<file path="src/rtl/pack_signed_stream.sv">
// Sequential signed LEB128 encoder: takes one N-bit two's-complement value per
// handshake and streams its minimal-length encoding, least-significant group first.
module pack_signed_stream #(
    parameter int N = 64,
    localparam int MAXB = (N + 6) / 7,
    localparam int IW = (MAXB > 1) ? $clog2(MAXB) : 1
) (
    input  logic          clk,
    input  logic          rst,
    input  logic          in_valid,
    output logic          in_ready,
    input  logic [N-1:0]  in_data,
    output logic          out_valid,
    input  logic          out_ready,
    output logic [7:0]    out_data,
    output logic          out_last,
    output logic [IW-1:0] out_idx
);
    // Shift register is widened to a whole number of groups so the top group
    // picks up sign-extension bits when N is not a multiple of 7.
    localparam int SW = MAXB * 7;

    typedef enum logic {S_IDLE, S_EMIT} state_t;

    state_t               state_q, state_d;
    logic signed [SW-1:0] sh_q, sh_d;
    logic [IW-1:0]        idx_q, idx_d;

    logic [6:0]           grp;
    logic signed [SW-1:0] rest;
    logic                 done;

    always_comb begin
        grp  = sh_q[6:0];
        rest = sh_q >>> 7;
        done = ((rest == '0) && !grp[6]) || ((rest == '1) && grp[6]);
    end

    always_comb begin
        state_d = state_q;
        sh_d    = sh_q;
        idx_d   = idx_q;
        case (state_q)
            S_IDLE: begin
                if (in_valid) begin
                    state_d = S_EMIT;
                    sh_d    = SW'($signed(in_data));
                    idx_d   = '0;
                end
            end
            S_EMIT: begin
                if (out_ready) begin
                    if (done) begin
                        state_d = S_IDLE;
                    end else begin
                        sh_d  = rest;
                        idx_d = idx_q + 1'b1;
                    end
                end
            end
            default: state_d = S_IDLE;
        endcase
    end

    always_ff @(posedge clk) begin
        if (rst) begin
            state_q <= S_IDLE;
            sh_q    <= '0;
            idx_q   <= '0;
        end else begin
            state_q <= state_d;
            sh_q    <= sh_d;
            idx_q   <= idx_d;
        end
    end

    // Outputs derive only from registered state; byte fields read as zero when idle.
    always_comb begin
        in_ready  = (state_q == S_IDLE);
        out_valid = (state_q == S_EMIT);
        out_data  = out_valid ? {~done, grp} : 8'h00;
        out_last  = out_valid && done;
        out_idx   = idx_q;
    end
endmodule
</file>
<file path="config.mk">
export PLATFORM = sky130hd
export DESIGN_NAME = pack_signed_stream
export DESIGN_NICKNAME = d
export VERILOG_FILES = /design/src/rtl/pack_signed_stream.sv
export SDC_FILE = /design/constraint.sdc
export NUM_CORES = 1
export LEC_CHECK = 0
export BUFFER_PORTS_ARGS = -buffer_cell sky130_fd_sc_hd__buf_2
export CORE_MARGIN = 1.5
export CORE_UTILIZATION = 55
export DETAILED_ROUTE_END_ITERATION = 7
export PLACE_DENSITY = 0.8
export SLEW_MARGIN = 20
export SYNTH_ARGS = -nofsm -noshare
export SYNTH_HDL_FRONTEND = slang
export SYNTH_SLANG_ARGS = --single-unit
</file>
<file path="constraint.sdc">
create_clock -name clk -period 2.6 [get_ports clk]
set_input_delay 0.39 -clock clk [delete_from_list [all_inputs] [get_ports clk]]
set_output_delay 0.39 -clock clk [all_outputs]
set_load 0.05 [all_outputs]
</file>
==> results of run 1 <==
## what timing repair did
item                                    in CTS  in global routing
gates resized for setup                      4                  4
buffers inserted                             1                  1
pin swaps                                    2                  2
cloned                                       1                  0
hold buffers                                 0                  0
endpoints found under the setup margin       2                  2
## state kept, by name, summed over array words and instances (netlist names)
| register | flops |
|---|---|
| out_idx | 4 |
| out_valid | 1 |
| sh_q | 65 |
## power by group through the flow
stage          registers [mW]  logic, mW  clock network (mW)
2_1_floorplan            1.22      0.308                   0
3_3_place_gp             1.23      0.439                   0
3_5_place_dp             1.24      0.445                   0
4_1_cts                  1.22      0.451               0.914
5_1_grt                  1.23      0.499               0.971
6_report                 1.22      0.459               0.913
## synthesized netlist by cell type, types with 7 or more instances
library cell  number
dfxtp_1           70
nand2_1           67
a22o_1            50
inv_1             46
o221ai_1          36
clkbuf_1          34
o221ai_2          26
nand4_1           17
nor4_1            17
a22oi_1           13
and2_1            10
o211ai_1          10
o2111ai_1          8
and3_1             7
## layout make-up
type	count	area (sq um)
clock inverter	4	45.0
tap	96	120
sequential	70	1400
inverter	46	173
fill	580	2160
multi-input combinational	286	2210
timing repair buffer	98	571
clock buffer	12	155
## kinds of logic after synthesis
| logic type | count (synthesis) | synth area share |
|---|---|---|
| adder cells (fa/ha/maj) | 1 | 0.00319 |
| XOR/XNOR | 1 | 0.00223 |
| multiplexers | 3 | 0.00765 |
| flip-flops | 70 | 0.357 |
| AO/OA/AOI/OAI | 149 | 0.368 |
| buffers and inverters | 92 | 0.0988 |
| AND/OR/NAND/NOR | 131 | 0.163 |
## critical path: stages, from the launching register on
cell     delay, ns
dfxtp_1       0.45
nand4_1       0.22
nor4_1        0.37
nand4_1       0.23
o21a_4        0.20
and2_1        0.15
buf_4         0.18
## final timing paths
check        startpoint          end  slack (ns)  cells past startpoint
max            sh_q[60]  out_data[7]        0.06                      6
min            in_valid    out_valid        0.33                      2
max reg2reg    sh_q[60]     sh_q[59]        0.25                      7
min reg2reg  out_idx[2]   out_idx[2]        0.50                      2
## metal layers
metal / global-route usage / wire, um / up-vias
li1: - / - / 1860
met1: 0.413 / 4780 / 1904
met2: 0.475 / 5170 / 244
met3: 0.0569 / 1050 / 32
met4: 0.149 / 357 / 0
met5: 0 / 0 / -
## stage by stage
step / cells / util / total power [mW] / TNS (ns)
2_1_floorplan: 447 / - / 1.53 / 0
3_3_place_gp: 593 / 0.646 / 1.67 / 0
3_5_place_dp: 593 / 0.646 / 1.69 / 0
4_1_cts: 611 / 0.680 / 2.58 / 0
5_1_grt: 612 / 0.684 / 2.70 / -0.0680
6_report: 612 / 0.684 / 2.60 / 0
==> results.sh, run 1 <==
export IMPL_run_status="complete, no violations"
export IMPL_placement_rows=30
export IMPL_layout_min_cycle_time_ns=2.54
export IMPL_irDropWorstVdd_v=0.000348
export IMPL_dp_slack_ns=0.104
export IMPL_first_global_vias=3656
export IMPL_maximum_fanout_count_along_the_critical_path=4
export IMPL_endpoint_kind="primary output"
export IMPL_worstSetupPathType="register to primary output"
export IMPL_place_gp_congestion=0.844
export IMPL_setup_viol=0
export IMPL_routed_wl_um=11400
export IMPL_grt_antenna_before_repair=0
export IMPL_groute_usage_overall=0.308
export IMPL_floorplan_io_pins=83
export IMPL_drtAntennaViolNets=0
export IMPL_power_combinational_fraction=0.177
export IMPL_p_leak_nw=1.79
export IMPL_routed_wire_length_per_instance_um=18.6
export IMPL_ys_ff_latch=70
export IMPL_clock_insertion_delay_worst_skew_ns=0.35
export IMPL_synth_seq_area_share=0.357
export IMPL_mappedNetlistNets=516
export IMPL_layout_commonest_cell="buf_2"
export IMPL_placed_area_sq_um=4410
export IMPL_sw_frac_of_total=0.293
export IMPL_power_switching_mw=0.760
export IMPL_ctsHtreeMaxLevel=3
export IMPL_buffers_from_clock_root_to_sink_at_most=2
export IMPL_fmaxAchievable_mhz=394
export IMPL_total_count_of_max_transition_violations_in_the_final_report=0
export IMPL_synth_largest_type_area_fraction=0.357
export IMPL_numCtsBuffers=9
export IMPL_drtIter0Drc=346
export IMPL_detail_route_vias_per_cell=6.60
export IMPL_seq_power_share=0.472
export IMPL_globalRoute_totalOverflow=0
export IMPL_synthCells=447
export IMPL_antenna_diode_instance_count=0
export IMPL_dp_hpwl_um=7440
export IMPL_synth_flop_cell="dfxtp_1"
export IMPL_critical_path_startpoint_type="register"
export IMPL_clk_pin_slew_ns=0.07
export IMPL_final_hold_violation_count=0
export IMPL_finish_instance_area_sq_um=4670
export IMPL_layout_drive_gt1_share=0.297
export IMPL_die_boundary_height_um=87.5
export IMPL_synthDominantAreaCellType="dfxtp_1"
export IMPL_port_buffer_count=82
export IMPL_synth_area_sq_um=3930
export IMPL_timing_max_slew_rel_slack=0.614
export IMPL_fin_crit_sh=0.976
export IMPL_placeableCoreArea_sq_um=6830
export IMPL_grt_max_degree=54
export IMPL_max_cap_violations=0
export IMPL_layout_cells_most_common_list="buf_2 (81), dfxtp_1 (68), nand2_1 (66), a22o_1 (50), inv_1 (46)"
export IMPL_cts_tree="yes"
export IMPL_power_per_cell_area_nw_per_um2=555
export IMPL_ys_top_cells_by_area="dfxtp_1 (36%), a22o_1 (11%), o221ai_2 (9.9%), o221ai_1 (8.0%), nand2_1 (6.4%)"
export IMPL_die_area_sq_um=7650
export IMPL_post_synth_cell_area_avg_sq_um=8.78
export IMPL_worst_hold_path_type="input port to register"
export IMPL_die_width_um=87.5
export IMPL_synth_distinct_cells=34
export IMPL_finalNetCount=580
export IMPL_finalClockSkew_ns=0.0107
export IMPL_synth_warnings=0
export IMPL_wire_length_of_the_first_global_routing_pass_um=18300
export IMPL_critical_path_arrival_ns=2.15
export IMPL_start_util=0.575
export IMPL_clock_power_share=0.352
export IMPL_synth_enable_flop_cells=0
export IMPL_hold_ws_ns=0.327
export IMPL_cp_required_ns=2.21
export IMPL_dr_pass1_iters=6
export IMPL_power_internal_mw=1.84
export IMPL_cts_root_buf="clkbuf_8"
export IMPL_area_growth_synth_to_final_pct=19.1
export IMPL_drc=0
export IMPL_worst_slack_ns=0.0611
export IMPL_least_margin_pin_slew_ns=0.578
export IMPL_postSynth_asyncResetShare=0
export IMPL_clkSinkCount=70
export IMPL_detailroute_via_count=4040
Power figures use the tool's default switching activity.
==> inputs of run 2 (changes only) <==
ABC_CLOCK_PERIOD_IN_PS = 2600   (was unset)
CORE_MARGIN = 5   (was 1.5)
==> run 2 against run 1 <==
Compared with the run above:
- count of clock-buffer cells in the layout decreased by 1
- cell area increased by 0.21%
- largest power group unchanged
- routed wire length is 1.9% higher
- core utilization decreased by 0.23 points
- flip-flop and latch count is the same
- highest routed layer unchanged
- combinational power down 1%
==> results.sh, run 2 (synthesis gave the netlist of run 1 again) <==
export IMPL_run_status="complete, no violations"
export IMPL_critical_path_startpoint_type="register"
export IMPL_dpl_cell_count=593
export IMPL_placement_rows=30
export IMPL_cp_required_ns=2.21
export IMPL_placeableCoreArea_sq_um=6870
export IMPL_buffers_from_clock_root_to_sink_at_most=2
export IMPL_critPathMaxStageDelay_ns=0.41
export IMPL_drtAntennaViolNets=0
export IMPL_clk_pin_slew_ns=0.07
export IMPL_die_width_um=94.5
export IMPL_layout_drive_gt1_share=0.294
export IMPL_clock_insertion_delay_worst_skew_ns=0.35
export IMPL_detailroute_via_count=4006
export IMPL_final_hold_violation_count=0
export IMPL_ctsHtreeMaxLevel=3
export IMPL_power_per_cell_area_nw_per_um2=572
export IMPL_setup_viol=0
export IMPL_cts_hold_fix_buffers=0
export IMPL_grt_max_degree=59
export IMPL_layout_min_cycle_time_ns=2.50
export IMPL_timing_critical_path_from="sh_q[32]"
export IMPL_cp_cell_sequence="nor4_1 > nand4_1 > or3_4 > o21a_4 > and2_1 > buf_4"
export IMPL_cpLargestDelayFamily="simple AND/OR/NAND/NOR gates"
export IMPL_finalNetCount=579
export IMPL_worstSetupPathType="register to primary output"
export IMPL_setup_repair_after_global_routing_missed_its_margin="no"
export IMPL_sw_frac_of_total=0.281
export IMPL_antenna_diode_instance_count=0
export IMPL_finalClockSkew_ns=0.00871
export IMPL_cts_tree="yes"
export IMPL_floorplan_io_pins=83
export IMPL_routed_wl_um=11600
export IMPL_area_growth_synth_to_final_pct=19.3
export IMPL_power_combinational_fraction=0.169
export IMPL_cpMaxStageDelayCell="or3_4"
export IMPL_irDropWorstVdd_v=0.000291
export IMPL_dp_hpwl_um=7530
export IMPL_critical_path_arrival_ns=2.11
export IMPL_groute_usage_overall=0.258
export IMPL_max_cap_violations=0
export IMPL_clock_power_share=0.373
export IMPL_drtIter0Drc=455
export IMPL_reg2reg_from="sh_q[30]"
export IMPL_fmaxAchievable_mhz=399
export IMPL_die_area_sq_um=8930
export IMPL_layout_commonest_cell="buf_2"
export IMPL_power_switching_mw=0.752
export IMPL_totalNegativeSetupSlack_ns=0
export IMPL_first_global_vias=3737
export IMPL_worst_slack_ns=0.0966
export IMPL_place_gp_congestion=0.848
export IMPL_dp_slack_ns=0.175
export IMPL_detail_route_vias_per_cell=6.57
export IMPL_clkSinkCount=70
export IMPL_globalRoute_totalOverflow=0
export IMPL_critPathBufInv=1
export IMPL_seq_power_share=0.458
export IMPL_p_leak_nw=1.79
export IMPL_wire_length_of_the_first_global_routing_pass_um=18400
export IMPL_regMostFlops="sh_q"
export IMPL_power_internal_mw=1.93
export IMPL_timing_max_slew_rel_slack=0.656
export IMPL_largest_reg_flops=65
export IMPL_endpoint_kind="primary output"
export IMPL_final_cells=610
export IMPL_grt_antenna_before_repair=0
export IMPL_cts_root_buf="clkbuf_8"
export IMPL_worst_hold_path_type="input port to register"
export IMPL_hold_path_startpoint="in_valid"
export IMPL_least_margin_pin_slew_ns=0.516
export IMPL_layout_cells_most_common_list="buf_2 (80), dfxtp_1 (68), nand2_1 (66), a22o_1 (50), inv_1 (46)"
export IMPL_port_buffer_count=82
export IMPL_placed_area_sq_um=4410
export IMPL_fin_crit_sh=0.963
export IMPL_start_util=0.572
export IMPL_routed_wire_length_per_instance_um=19.0
export IMPL_die_boundary_height_um=94.5
export IMPL_total_count_of_max_transition_violations_in_the_final_report=0
export IMPL_maximum_fanout_count_along_the_critical_path=4
export IMPL_numCtsBuffers=9
export IMPL_dr_pass1_iters=5
export IMPL_drc=0
export IMPL_finish_instance_area_sq_um=4680
run 2: cell count changes in the layout (fill, tap and decap cells not counted), sizes merged:
cell	change
buf	-2
clkinv	-1
bufinv	+1
run 2: power by group through the flow:
stage               clock, mW  sequential, mW  combinational [mW]
CTS                      1.00            1.22               0.449
floorplan                   0            1.22               0.308
global placement            0            1.24               0.435
global route             1.05            1.23               0.494
detailed placement          0            1.24               0.442
finish                  0.999            1.23               0.453
run 2: layout make-up:
type,instances,area [sq um]
timing repair buffer,97,566
tap,96,120
inverter,46,173
fill,586,2180
clock inverter,4,70.1
clock buffer,11,151
sequential,70,1400
multi-input combinational,286,2200
run 2: through the flow:
step | util | hold WS [ns] | power, mW
finish | 0.682 | 0.324 | 2.68
global route | 0.682 | 0.335 | 2.77
global placement | 0.642 | 0.470 | 1.67
detailed placement | 0.642 | 0.489 | 1.68
floorplan | - | 0.477 | 1.53
CTS | 0.679 | 0.328 | 2.67
run 2: per-layer routing:
metal / global-route usage / share of wire
met5: 0 / 0
met4: 0.105 / 0.025
met3: 0.0454 / 0.089
met2: 0.420 / 0.47
met1: 0.340 / 0.42
run 2: timing repair:
item                       4_1_cts  5_1_grt
pin swaps                        2        2
gates resized for setup          3        5
setup endpoints to repair        2        2
cloned                           1        0
setup buffers                    1        0
run 2: final timing paths:
kind | to | slack (ns) | depth (start not counted)
setup / recovery | out_data[7] | 0.1 | 6
hold / removal | out_valid | 0.32 | 2
setup reg to reg | sh_q[60] | 0.33 | 7
hold reg to reg | out_idx[3] | 0.49 | 2
==> inputs of run 3 (changes only) <==
ABC_CLOCK_PERIOD_IN_PS = 2100   (was 2600)
CORE_UTILIZATION = 50   (was 55)
PLACE_DENSITY = 0.77   (was 0.8)
REMOVE_ABC_BUFFERS = 1   (was unset)
clock period = 2.1 ns   (was 2.6 ns; I/O delays follow)
==> run 3 against run 2 <==
Compared with the run above:
- critical endpoint unchanged
- largest power group unchanged
- clock power about the same
- cell area is 16% higher
- first-iteration DRC count is 1.3% lower
- register-to-register slack lost 0.54 ns
- sequential power up 24%
- critical path depth up 1
- count of clock-buffer cells in the layout did not move
- combinational power rose by 62%
- die area rose by 8.9%
- the flow now finishes with violations (negative setup slack)
- flip-flop and latch count unchanged
- routed wire length grew 16%
- core utilization is 2.3 points higher
==> results.sh, run 3 (synthesis gave the netlist of run 1 again) <==
export IMPL_setup_repair_after_global_routing_missed_its_margin="yes"
export IMPL_power_per_cell_area_nw_per_um2=601
export IMPL_area_growth_synth_to_final_pct=38.0
export IMPL_dp_slack_ns=-0.112
export IMPL_cp_cell_sequence="buf_4 > nand4_1 > nor4_2 > nand4_1 > o21a_4 > and2_4 > buf_8"
export IMPL_ctsHtreeMaxLevel=3
export IMPL_port_buffer_count=82
export IMPL_finish_instance_area_sq_um=5420
export IMPL_cpMaxStageDelayCell="nor4_2"
export IMPL_die_area_sq_um=9720
export IMPL_die_width_um=98.6
export IMPL_critPathBufInv=2
export IMPL_cp_required_ns=1.78
export IMPL_failing_checks="negative setup slack"
export IMPL_dr_pass1_iters=5
export IMPL_total_count_of_max_transition_violations_in_the_final_report=0
export IMPL_rrSetupSlack_ns=-0.21
export IMPL_placed_area_sq_um=4660
export IMPL_critPathMaxStageDelay_ns=0.39
export IMPL_clkSinkCount=70
export IMPL_worst_slack_ns=-0.311
export IMPL_fin_crit_sh=1.15
export IMPL_least_margin_pin_slew_ns=0.456
export IMPL_largest_reg_flops=65
export IMPL_placeableCoreArea_sq_um=7690
export IMPL_endpoint_kind="primary output"
export IMPL_worstSetupPathType="register to primary output"
export IMPL_worst_hold_path_type="input port to register"
export IMPL_finalClockSkew_ns=0.0123
export IMPL_setup_viol=57
export IMPL_clock_insertion_delay_worst_skew_ns=0.35
export IMPL_antenna_diode_instance_count=0
export IMPL_layout_drive_gt1_share=0.443
export IMPL_grt_max_degree=59
export IMPL_detail_route_vias_per_cell=6.55
export IMPL_final_hold_violation_count=0
export IMPL_layout_cells_most_common_list="buf_2 (80), nand2_1 (66), o221ai_2 (55), dfxtp_1 (55), a22o_1 (50)"
export IMPL_critical_path_startpoint_type="register"
export IMPL_critical_path_arrival_ns=2.10
export IMPL_start_util=0.511
export IMPL_place_gp_congestion=0.851
export IMPL_drtAntennaViolNets=0
export IMPL_cts_hold_fix_buffers=0
export IMPL_hold_ws_ns=0.254
export IMPL_cts_tree="yes"
export IMPL_groute_usage_overall=0.245
export IMPL_fmaxAchievable_mhz=415
export IMPL_cts_root_buf="clkbuf_8"
export IMPL_first_global_vias=4146
export IMPL_wire_length_of_the_first_global_routing_pass_um=19800
export IMPL_cpLargestDelayFamily="simple AND/OR/NAND/NOR gates"
export IMPL_drtIter0Drc=449
export IMPL_min_path_cells=3
export IMPL_run_status="finished with violations"
export IMPL_crit_cells=7
export IMPL_max_cap_violations=0
export IMPL_r2r_worst_path_cells=9
export IMPL_numCtsBuffers=9
export IMPL_irDropWorstVdd_v=0.000353
export IMPL_routed_wire_length_per_instance_um=20.3
export IMPL_timing_critical_path_mode_cell="nand4_1"
export IMPL_seqCellArea_sq_um=1430
export IMPL_filler_cell_count=583
export IMPL_routed_wl_um=13400
export IMPL_dpl_cell_count=630
export IMPL_dp_hpwl_um=8120
export IMPL_finalNetCount=623
export IMPL_grt_antenna_before_repair=0
export IMPL_drc=0
export IMPL_layout_commonest_cell="buf_2"
export IMPL_timing_max_slew_rel_slack=0.696
export IMPL_clk_pin_slew_ns=0.08
export IMPL_maximum_fanout_count_along_the_critical_path=3
export IMPL_final_cells=660
export IMPL_floorplan_io_pins=83
export IMPL_totalNegativeSetupSlack_ns=-7.30
export IMPL_globalRoute_totalOverflow=0
export IMPL_regMostFlops="sh_q"
export IMPL_buffers_from_clock_root_to_sink_at_most=2
export IMPL_layout_min_cycle_time_ns=2.41
export IMPL_multiInputGateArea_sq_um=2470
export IMPL_die_boundary_height_um=98.6
export IMPL_placement_rows=32
export IMPL_p_leak_nw=2.11
export IMPL_detailroute_via_count=4322
## run 3: cell count changes in the layout (fill, tap and decap cells not counted), moves of 13 or more
cell / delta
o221ai_2: +29
dfxtp_1: -13
buf_4: +28
o221ai_1: -29
## run 3: area by class of cell
class                      count  share of cell area
multi-input combinational    285               0.456
sequential                    70               0.263
timing repair buffer         142               0.193
inverter                      46              0.0319
clock buffer                  11              0.0279
tap                          102              0.0236
clock inverter                 4             0.00416
## run 3: through the flow
stage	utilization	power [mW]
after floorplan	-	1.87
after global placement	0.607	2.12
after detailed placement	0.607	2.14
after CTS	0.643	3.13
after global routing	0.705	3.37
final	0.705	3.26
## run 3: routing by layer
layer	track usage	wire length (um)
met1	0.301	5300
met5	0	0
met4	0.104	546
met3	0.0467	1000
met2	0.418	6560
## run 3: tightest hold or removal path: stages
cell and delay (ns):
buf_2 0.10, nand2_1 0.08, a21oi_1 0.07
## run 3: worst paths after layout
check	startpoint	end
worst max register to register	sh_q[31]	sh_q[46]
worst max-delay path	sh_q[62]	out_data[7]
worst min-delay path	in_data[63]	sh_q[69]
worst min register to register	out_idx[2]	out_idx[2]
## run 3: where the power goes
group          total [mW]  switching [mW]  internal [mW]  leakage, nW
clock                1.01           0.526          0.481       0.0910
combinational       0.733           0.382          0.351         1.44
sequential           1.52           0.104           1.41        0.581
total                3.26            1.01           2.24         2.11
## run 3: repair_timing
action,CTS,global route
pin swaps,8,12
endpoints found under the hold margin,0,0
setup buffers,3,7
endpoints found under the setup margin,55,71
resized for setup,20,62
gates cloned,0,6
